`config.mk`:
```
export PLATFORM = sky130hd
export DESIGN_NAME = liteeth_sram_fifo_ctrl
export DESIGN_NICKNAME = d
export VERILOG_FILES = /design/src/rtl/liteeth_sram_pkg.sv /design/src/rtl/liteeth_sram_fifo_obuf.sv /design/src/rtl/liteeth_sram_fifo_ctrl.sv
export SDC_FILE = /design/constraint.sdc
export NUM_CORES = 1
export LEC_CHECK = 0
export ABC_AREA = 1
export BUFFER_PORTS_ARGS = -buffer_cell sky130_fd_sc_hd__clkbuf_2
export CORE_MARGIN = 2
export CORE_UTILIZATION = 53
export DETAILED_ROUTE_END_ITERATION = 16
export GPL_TIMING_DRIVEN = 0
export PLACE_DENSITY_LB_ADDON = 0.1
export SLEW_MARGIN = 10
export SYNTH_ARGS = -nofsm -noshare
export SYNTH_HDL_FRONTEND = slang
export SYNTH_SLANG_ARGS = --single-unit
```
`constraint.sdc`:
```
create_clock -name clk_i -period 4.84 [get_ports clk_i]
set_input_delay 0.242 -clock clk_i [delete_from_list [all_inputs] [get_ports clk_i]]
set_output_delay 0.242 -clock clk_i [all_outputs]
set_load 0.005 [all_outputs]
```
`src/rtl/liteeth_sram_pkg.sv`:
```
// Shared geometry, types and pointer-wrap helper for the LiteEth packet-buffer SRAM
// (liteeth_1rw1r_32w384d_32_sram) and its stream FIFO controller.
package liteeth_sram_pkg;

  localparam int unsigned LITEETH_SRAM_BITS  = 32;
  localparam int unsigned LITEETH_SRAM_DEPTH = 384;
  localparam int unsigned LITEETH_SRAM_AW    = 9;

  typedef logic [LITEETH_SRAM_AW-1:0]   sram_addr_t;
  typedef logic [LITEETH_SRAM_BITS-1:0] sram_word_t;
  // One extra bit so a count can reach DEPTH (and DEPTH+2 for total level).
  typedef logic [LITEETH_SRAM_AW:0]     sram_cnt_t;

  localparam sram_addr_t LastAddr = sram_addr_t'(LITEETH_SRAM_DEPTH - 1);
  localparam sram_cnt_t  DepthCnt = sram_cnt_t'(LITEETH_SRAM_DEPTH);

  // DEPTH is not a power of two, so the wrap is explicit.
  function automatic sram_addr_t next_ptr(sram_addr_t p);
    return (p == LastAddr) ? '0 : p + sram_addr_t'(1);
  endfunction

endpackage

```
`src/rtl/liteeth_sram_fifo_obuf.sv`:
```
// Two-entry output register buffer behind the SRAM read port; entry 0 is always the head,
// so the egress word stays put while the consumer stalls.
module liteeth_sram_fifo_obuf
  import liteeth_sram_pkg::*;
(
  input  logic       clk_i,
  input  logic       rst_ni,
  input  logic       clr_i,
  input  logic       push_i,
  input  sram_word_t push_data_i,
  input  logic       ready_i,
  output logic       valid_o,
  output sram_word_t data_o,
  output logic [1:0] cnt_o
);

  sram_word_t ent_q [2];
  sram_word_t ent_d [2];
  logic [1:0] cnt_q, cnt_d;
  logic       pop;

  assign valid_o = (cnt_q != 2'd0);
  assign data_o  = ent_q[0];
  assign cnt_o   = cnt_q;
  assign pop     = valid_o && ready_i;

  always_comb begin
    ent_d = ent_q;
    cnt_d = cnt_q;
    if (clr_i) begin
      ent_d[0] = '0;
      ent_d[1] = '0;
      cnt_d    = 2'd0;
    end else begin
      case ({push_i, pop})
        2'b10: begin
          ent_d[cnt_q[0]] = push_data_i;
          cnt_d           = cnt_q + 2'd1;
        end
        2'b01: begin
          ent_d[0] = ent_q[1];
          cnt_d    = cnt_q - 2'd1;
        end
        2'b11: begin
          if (cnt_q == 2'd1) begin
            ent_d[0] = push_data_i;
          end else begin
            ent_d[0] = ent_q[1];
            ent_d[1] = push_data_i;
          end
        end
        default: ;
      endcase
    end
  end

  always_ff @(posedge clk_i or negedge rst_ni) begin
    if (!rst_ni) begin
      ent_q[0] <= '0;
      ent_q[1] <= '0;
      cnt_q    <= 2'd0;
    end else begin
      ent_q <= ent_d;
      cnt_q <= cnt_d;
    end
  end

endmodule

```
`src/rtl/liteeth_sram_fifo_ctrl.sv`:
```
// Stream FIFO controller owning both ports of the LiteEth packet-buffer SRAM.
// Define LITEETH_SRAM_FIFO_LEVEL_EN to add the registered level_o occupancy port.
module liteeth_sram_fifo_ctrl
  import liteeth_sram_pkg::*;
(
  input  logic       clk_i,
  input  logic       rst_ni,
  input  logic       flush_i,
  input  logic       sink_valid_i,
  output logic       sink_ready_o,
  input  sram_word_t sink_data_i,
  output logic       source_valid_o,
  input  logic       source_ready_i,
  output sram_word_t source_data_o,
  output logic       sram_ce_rw1_o,
  output logic       sram_we_rw1_o,
  output sram_word_t sram_w_mask_rw1_o,
  output sram_addr_t sram_addr_rw1_o,
  output sram_word_t sram_wd_rw1_o,
  output logic       sram_ce_r1_o,
  output sram_addr_t sram_addr_r1_o,
  input  sram_word_t sram_rd_r1_i
`ifdef LITEETH_SRAM_FIFO_LEVEL_EN
  ,
  output sram_cnt_t  level_o
`endif
);

  sram_addr_t wp_q, wp_d;
  sram_addr_t rp_q, rp_d;
  sram_cnt_t  mem_cnt_q, mem_cnt_d;
  logic       rd_inflight_q, rd_inflight_d;
  logic [1:0] obuf_cnt;
  logic [2:0] occ;
  logic       wr_en, pop, issue;

  assign sink_ready_o = (mem_cnt_q != DepthCnt) && !flush_i;
  assign wr_en        = sink_valid_i && sink_ready_o;
  assign pop          = source_valid_o && source_ready_i;

  // Words that will sit in the buffer after this edge without a new issue.
  assign occ   = {1'b0, obuf_cnt} + {2'b00, rd_inflight_q} - {2'b00, pop};
  assign issue = !flush_i && (mem_cnt_q != '0) && (occ < 3'd2);

  assign sram_w_mask_rw1_o = '1;

  always_comb begin
    sram_ce_rw1_o   = wr_en;
    sram_we_rw1_o   = wr_en;
    sram_addr_rw1_o = wr_en ? wp_q : '0;
    sram_wd_rw1_o   = wr_en ? sink_data_i : '0;
    sram_ce_r1_o    = issue;
    sram_addr_r1_o  = issue ? rp_q : '0;
  end

  always_comb begin
    wp_d          = wp_q;
    rp_d          = rp_q;
    mem_cnt_d     = mem_cnt_q;
    rd_inflight_d = issue;
    if (flush_i) begin
      wp_d          = '0;
      rp_d          = '0;
      mem_cnt_d     = '0;
      rd_inflight_d = 1'b0;
    end else begin
      if (wr_en) wp_d = next_ptr(wp_q);
      if (issue) rp_d = next_ptr(rp_q);
      mem_cnt_d = mem_cnt_q + sram_cnt_t'(wr_en) - sram_cnt_t'(issue);
    end
  end

  always_ff @(posedge clk_i or negedge rst_ni) begin
    if (!rst_ni) begin
      wp_q          <= '0;
      rp_q          <= '0;
      mem_cnt_q     <= '0;
      rd_inflight_q <= 1'b0;
    end else begin
      wp_q          <= wp_d;
      rp_q          <= rp_d;
      mem_cnt_q     <= mem_cnt_d;
      rd_inflight_q <= rd_inflight_d;
    end
  end

  // Read data arrives the cycle after issue; a flush drops it via clr_i.
  liteeth_sram_fifo_obuf u_obuf (
    .clk_i       (clk_i),
    .rst_ni      (rst_ni),
    .clr_i       (flush_i),
    .push_i      (rd_inflight_q),
    .push_data_i (sram_rd_r1_i),
    .ready_i     (source_ready_i),
    .valid_o     (source_valid_o),
    .data_o      (source_data_o),
    .cnt_o       (obuf_cnt)
  );

`ifdef LITEETH_SRAM_FIFO_LEVEL_EN
  sram_cnt_t level_q;

  // Total occupancy only moves on sink accept and source pop.
  always_ff @(posedge clk_i or negedge rst_ni) begin
    if (!rst_ni) begin
      level_q <= '0;
    end else if (flush_i) begin
      level_q <= '0;
    end else begin
      level_q <= level_q + sram_cnt_t'(wr_en) - sram_cnt_t'(pop);
    end
  end

  assign level_o = level_q;
`endif

endmodule

```
## Word level (Yosys, flattened, before mapping)

Cells that the tools add are included.

- Register bits: 95
- Output and inout port bits: 119
- Logic and storage cells: 63

- $add $sub $neg: 8
- Magnitude comparators: 3
- Equality and inequality tests: 8
- Multiplexer cells: 21
- Bitwise operators: 1
- Reductions and logical operators: 15

Operator list:

| cell | count |
|---|---|
| two-way mux 32 bit | 4 |
| one-hot mux 32 bit (3 select lines) | 1 |
| two-way mux 9 bit | 8 |
| bitwise mux 64 bit | 1 |
| two-way mux 64 bit | 1 |
| one-hot mux 32 bit (2 select lines) | 1 |
| demux 32 bit (select 1 bit) | 1 |
| adder 9 x 1 -> 9 bit (second input constant) | 2 |
| == test 9 bit (second input constant) | 2 |
| adder 10 x 1 -> 10 bit | 1 |
| two-way mux 10 bit | 1 |
| inequality test 10 x 9 -> 1 bit (second input constant) | 1 |
| nonzero test 10 bit | 1 |
| subtractor 10 x 1 -> 10 bit | 1 |
| logical AND 1 bit | 6 |
| nonzero test 2 bit | 3 |
| nonzero test 3 bit | 2 |
| == test 2 x 1 -> 1 bit (second input constant) | 2 |
| == test 2 bit (second input constant) | 2 |
| one-hot mux 2 bit (2 select lines) | 1 |
| nonzero test 4 bit | 1 |
| adder 2 x 1 -> 3 bit | 1 |
| less-than comparator 3 x 2 -> 1 bit (second input constant) | 1 |
| inequality test 3 bit (second input constant) | 1 |
| 10 further kinds | 10 |

## Depth between registers and ports, before layout

- Depth after elaboration: 8
- Mapped depth: 28

## By module

Synthesis repeated with hierarchy kept, for this count alone.

- Cell total of the unflattened synthesis: 1136
- Area total of the unflattened synthesis: 7231.9 µm²

By module, submodules not included:

| module | times used | cells each | area an instance (µm²) | seq. area each (µm²) |
|---|---|---|---|---|
| liteeth_sram_fifo_obuf | 1 | 718 | 4486.8 | 1651.6 |
| liteeth_sram_fifo_ctrl | 1 | 418 | 2745.1 | 725.7 |

## Worst setup path before layout

No wires, ideal clock.

- Path type: register to register
- Start point: reg u_obuf.cnt_q[0] (netlist: u_obuf.cnt_o[0])
- End point: reg mem_cnt_q[6]
- Setup time: 0.071 ns
- Data arrival time: 3.456 ns
- Path slack: 1.312 ns
- Cell stages (with the launch flop): 27
- Period minus slack after synthesis: 3.528 ns
- Path through: dfrtp_1 -> inv_1 -> buf_4 -> buf_4 -> ha_1 -> inv_2 -> nand2_4 -> o21ai_2 -> nand2_1 -> fa_1 -> inv_1 -> nand2_1 -> inv_1 -> nor2_1 -> nand2_1 -> inv_2 -> ha_1 -> inv_1 -> ha_1 -> fa_1 -> nand3_1 -> o211ai_1 -> nand2_1 -> nand2_1 -> nand2_1 -> inv_1 -> nor2_1

- Cells in the longest elaborated chain, start to end: 7
- Elaborated cells on any way between the ends: 8

RTL lines:

| what | RTL line | RTL |
|---|---|---|
| start, declared | liteeth_sram_fifo_obuf.sv:19 | `logic [1:0] cnt_q, cnt_d;` |
| start signal, assigned | liteeth_sram_fifo_obuf.sv:64 | `cnt_q <= cnt_d;` |
| nonzero test 2 bit | liteeth_sram_fifo_obuf.sv:22 | `assign valid_o = (cnt_q != 2'd0);` |
| named net source_valid_o | liteeth_sram_fifo_ctrl.sv:12 | `output logic source_valid_o,` |
| logical AND 1 bit | liteeth_sram_fifo_ctrl.sv:39 | `assign pop = source_valid_o && source_ready_i;` |
| subtractor 3 x 1 -> 3 bit | liteeth_sram_fifo_ctrl.sv:42 | `assign occ = {1'b0, obuf_cnt} + {2'b00, rd_inflight_q} - {2'b00, pop};` |
| less-than comparator 3 x 2 -> 1 bit | liteeth_sram_fifo_ctrl.sv:43 | `assign issue = !flush_i && (mem_cnt_q != '0) && (occ < 3'd2);` |
| logical AND 1 bit | liteeth_sram_fifo_ctrl.sv:43 |  |
| named net sram_ce_r1_o | liteeth_sram_fifo_ctrl.sv:20 | `output logic sram_ce_r1_o,` |
| subtractor 10 x 1 -> 10 bit | liteeth_sram_fifo_ctrl.sv:69 | `mem_cnt_d = mem_cnt_q + sram_cnt_t'(wr_en) - sram_cnt_t'(issue);` |
| two-way mux 10 bit | liteeth_sram_fifo_ctrl.sv:61 | `if (flush_i) begin` |
| named net mem_cnt_d[6] | liteeth_sram_fifo_ctrl.sv:31 | `sram_cnt_t mem_cnt_q, mem_cnt_d;` |
| end signal, assigned | liteeth_sram_fifo_ctrl.sv:82 | `mem_cnt_q <= mem_cnt_d;` |
| end, declared | liteeth_sram_fifo_ctrl.sv:31 |  |

The timed path passes the listed nets, and every way through them passes these cells.
A chain may end at the register's enable or synchronous reset.

## Final worst setup path

- Start point: reg u_obuf.cnt_q[0] (netlist: u_obuf.cnt_o[0])
- End point: reg mem_cnt_q[6]

- Cells in the longest elaborated chain, start to end: 7
- Elaborated cells on any way between the ends: 8

RTL lines:

| what | RTL line |
|---|---|
| parallel branches: the longest is 2 deep, another holds adder 2 x 1 -> 3 bit | - |
| subtractor 3 x 1 -> 3 bit * | liteeth_sram_fifo_ctrl.sv:42 |
| less-than comparator 3 x 2 -> 1 bit * | liteeth_sram_fifo_ctrl.sv:43 |
| logical AND 1 bit * | liteeth_sram_fifo_ctrl.sv:43 |
| subtractor 10 x 1 -> 10 bit * | liteeth_sram_fifo_ctrl.sv:69 |
| two-way mux 10 bit * | liteeth_sram_fifo_ctrl.sv:61 |
| named net mem_cnt_d[6] | liteeth_sram_fifo_ctrl.sv:31 |

Mark *: on every way through the listed nets, which the timed path passes.

==> impl_metrics.py <==
metrics = {
    "global_routing": {
        "antenna_found_initial": 0,
        "first_global_vias": 5767,
        "grtUsageTotal_pct": 25.4,
        "grt_pass1_wl_um": 26700,
        "grt_overflow": 0,
        "grt_max_degree": 96,
    },
    "floorplanning": {
        "num_rows": 40,
        "die_y_um": 114,
        "die_x_um": 114,
        "start_util_pct": 53.8,
        "ios": 188,
        "fp.coreArea_um2": 11900,
        "die-area_um2": 13000,
    },
    "cts": {
        "htreeDepth": 3,
        "cts-root-buf": "clkbuf_16",
        "cts_sinks": 95,
        "post_cts_buffers": 0,
        "cts_tree": "built",
        "max-clock-path-buffers": 2,
        "post_cts_resized": 0,
        "clk-insertion-delay-late_ps": 350,
        "cts_made_buffers": 9,
        "ctsHoldBuffers": 0,
        "path_clk_slew_ps": 70,
    },
    "detailed_routing": {
        "wl_per_cell_um": 13.3,
        "num_vias": 6189,
        "drc_errors": 0,
        "viasPerCell": 5.03,
        "drt_pass1_iterations": 5,
        "ant_nets": 0,
        "drtIter0Drc": 466,
        "drt-total-wl_um": 16300,
    },
    "sta": {
        "fin_skew_ps": 6.86,
        "tns_ps": 0,
        "hold_violations": 45,
        "slew_headroom_pct": 49.3,
        "fin_crit_ps": 4030,
        "max_slew.worst_pin.slew_ps": 760,
        "worst_slack_ps": 806,
        "slew_viol_final": 0,
        "whs_ps": -42.2,
        "max_freq_ghz": 0.248,
        "rsz0062_at_grt": "no",
        "min_period_over_period_pct": 83.3,
        "setup_viol": 0,
    },
    "yosys": {
        "synth.distinct_cells": 32,
        "yosysSeqAreaShare_pct": 37.1,
        "synth-simple-area-share_pct": 22.7,
        "ys_ff_latch": 95,
        "synth_edf_count": 0,
        "synth-compound-area-share_pct": 16.2,
        "syn-mean-instance-area_um2": 7.27,
        "syn_area_um2": 6410,
        "async_reset_ff_share_pct": 100,
        "synthAdderAreaFrac_pct": 4.53,
        "ys.flop_type": "dfrtp_1",
        "synth_mux_area_share_pct": 0,
        "synth_top_family_by_area": "simple AND/OR/NAND/NOR gates",
        "synth_xor_xnor_area_share_pct": 0.410,
        "syn_inst": 882,
        "ys_warn_count": 0,
    },
    "placed_design": {
        "dp.cells": 1215,
        "dp_hpwl_um": 12000,
        "portBuffers": 155,
        "gp_congestion": 0.862,
        "dp_worst_setup_slack_ps": 829,
    },
    "status": {
        "status": "finished, violations left",
        "violations": "hold timing",
    },
    "power_and_ir_drop": {
        "power_density_nw_per_um2": 456,
        "p_leak_nw": 4.23,
        "total_power_mw": 3.56,
        "ir_drop_uv": 312,
    },
    "critical_path": {
        "reg2reg_depth": 27,
        "cp_num_buf_inv": 9,
        "crit_type": "flip-flop to flip-flop",
        "endpoint_kind": "flip-flop",
        "cp.required_ps": 5120,
        "arrival_ps": 4320,
        "crit_path_start_kind": "flip-flop",
        "cp_slowest_cell": "fa_1",
        "critPathMaxStageDelay_ps": 430,
        "path_delay_family": "adder cells",
        "path_max_fanout": 10,
        "cp.depth": 27,
        "crit_top_cell": "nand2_1",
    },
    "layout": {
        "drive_gt1_share_pct": 26.4,
        "stdcell_count": 1231,
        "fillerInstances": 1117,
        "antenna_cells": 0,
        "finalNetCount": 1170,
        "area_growth_pct": 21.8,
    },
    "hold_path": {
        "hold_path.class": "primary input to async pin",
    },
    "job": {
        "maxCapViolations": 0,
    },
}
==> sequential cells by signal, summed over array words and instances (netlist names) <==
signal	cells
mem_cnt_q	10
rd_inflight_q	1
rp_q	9
u_obuf.cnt_o	2
u_obuf.data_o	32
u_obuf.ent_q	32
wp_q	9
==> through the flow <==
stage | instance area [µm²] | util (%) | hold WS [ps]
3_5_place_dp | 7490 | 62.9 | 380
6_report | 7800 | 65.5 | -42.2
4_1_cts | 7800 | 65.5 | 7.92
2_1_floorplan | 6530 | - | -53.6
3_3_place_gp | 7480 | 62.8 | 467
5_1_grt | 7800 | 65.5 | 35.2
==> final timing paths <==
path                                     end  slack (ps)               from
max in group asynchronous       mem_cnt_q[7]        4350             rst_ni
hold / removal             u_obuf.data_o[13]         -40             rst_ni
setup reg to reg                mem_cnt_q[6]         810    u_obuf.cnt_o[0]
setup / recovery                mem_cnt_q[6]         810    u_obuf.cnt_o[0]
min in group clk_i           u_obuf.ent_q[2]         150    sram_rd_r1_i[2]
hold reg to reg            u_obuf.data_o[30]         490  u_obuf.data_o[30]
==> worst reg2reg max path: stages, from the launching register on <==
cell and delay [ps]:
dfrtp_1 420, inv_1 140, buf_4 200, buf_4 210, ha_1 180, inv_2 60
nand2_4 120, nand2_2 90, nand2_1 70, nand2_1 60, fa_1 380, inv_1 70
nand2_1 40, inv_1 50, nor2_1 40, nand2_1 130, inv_2 110, ha_1 280
inv_1 40, ha_1 220, fa_1 430, nand3_1 110, o211ai_1 170, nand2_1 130
nand2_1 50, nand2_1 50, inv_1 40, nor2_1 80
==> kinds of logic (layout without fill, tap and decap cells) <==
family          count (synthesis)  count (layout)
xor+xnor                        3               3
fa+ha+maj                      22              22
flops                          95              95
compound gates                180             180
simple gates                  342             342
other cells                     1              32
buf+inv                       239             410
==> power breakdown <==
part | internal, mW | total (mW) | switching [mW]
registers | 1.00 | 1.14 | 0.132
logic | 0.695 | 1.67 | 0.974
clock network | 0.444 | 0.753 | 0.309
total | 2.14 | 3.56 | 1.42
==> Yosys cell counts, types with 5 or more instances <==
| cell type | count | area (µm²) |
|---|---|---|
| o22ai_1 | 5 | 31.3 |
| a21oi_1 | 17 | 85.1 |
| inv_1 | 127 | 477 |
| dfrtp_1 | 95 | 2380 |
| ha_1 | 20 | 250 |
| o21ai_0 | 66 | 330 |
| inv_2 | 7 | 26.3 |
| nand4_1 | 5 | 31.3 |
| buf_4 | 70 | 526 |
| o21ai_1 | 47 | 235 |
| o31ai_1 | 10 | 75.1 |
| o211ai_1 | 28 | 210 |
| nand3_1 | 97 | 485 |
| nor2_1 | 92 | 345 |
| clkbuf_1 | 5 | 18.8 |
| buf_2 | 25 | 125 |
| nand2_1 | 138 | 518 |
==> area by class of cell <==
type	instances	area, µm²	share of cell area [%]
Multi-Input combinational cell	579	2930	37.6
Sequential cell	95	2380	30.5
Timing Repair Buffer	155	785	10.1
Buffer	104	707	9.06
Inverter	135	507	6.49
Clock buffer	14	274	3.51
Tap cell	147	184	2.36
Clock inverter	2	37.5	0.481
==> layer usage <==
metal  global-route usage [%]  share of wire [%]  vias to the layer above
li1                         -                  -                     3146
met1                     33.9                 45                     2835
met2                     42.9                 48                      186
met3                     2.87                5.3                       22
met4                     9.35                1.9                        0
met5                        0                  0                        -
==> cells in the final DEF (no fill, tap or decap), types with 2 or more instances in the layout <==
cell,instances
a21oi_1,17
buf_2,25
buf_4,70
buf_6,3
clkbuf_1,7
clkbuf_16,9
clkbuf_2,154
clkbuf_8,4
conb_1,32
dfrtp_1,95
fa_1,2
ha_1,20
inv_1,127
inv_2,7
nand2_1,138
nand2_2,3
nand3_1,97
nand4_1,5
nor2_1,92
nor3_1,3
o211ai_1,28
o21ai_0,66
o21ai_1,47
o21bai_1,2
o22ai_1,5
o31ai_1,10
o31ai_2,4
xor2_1,3
(Power assumes the default switching activity.)
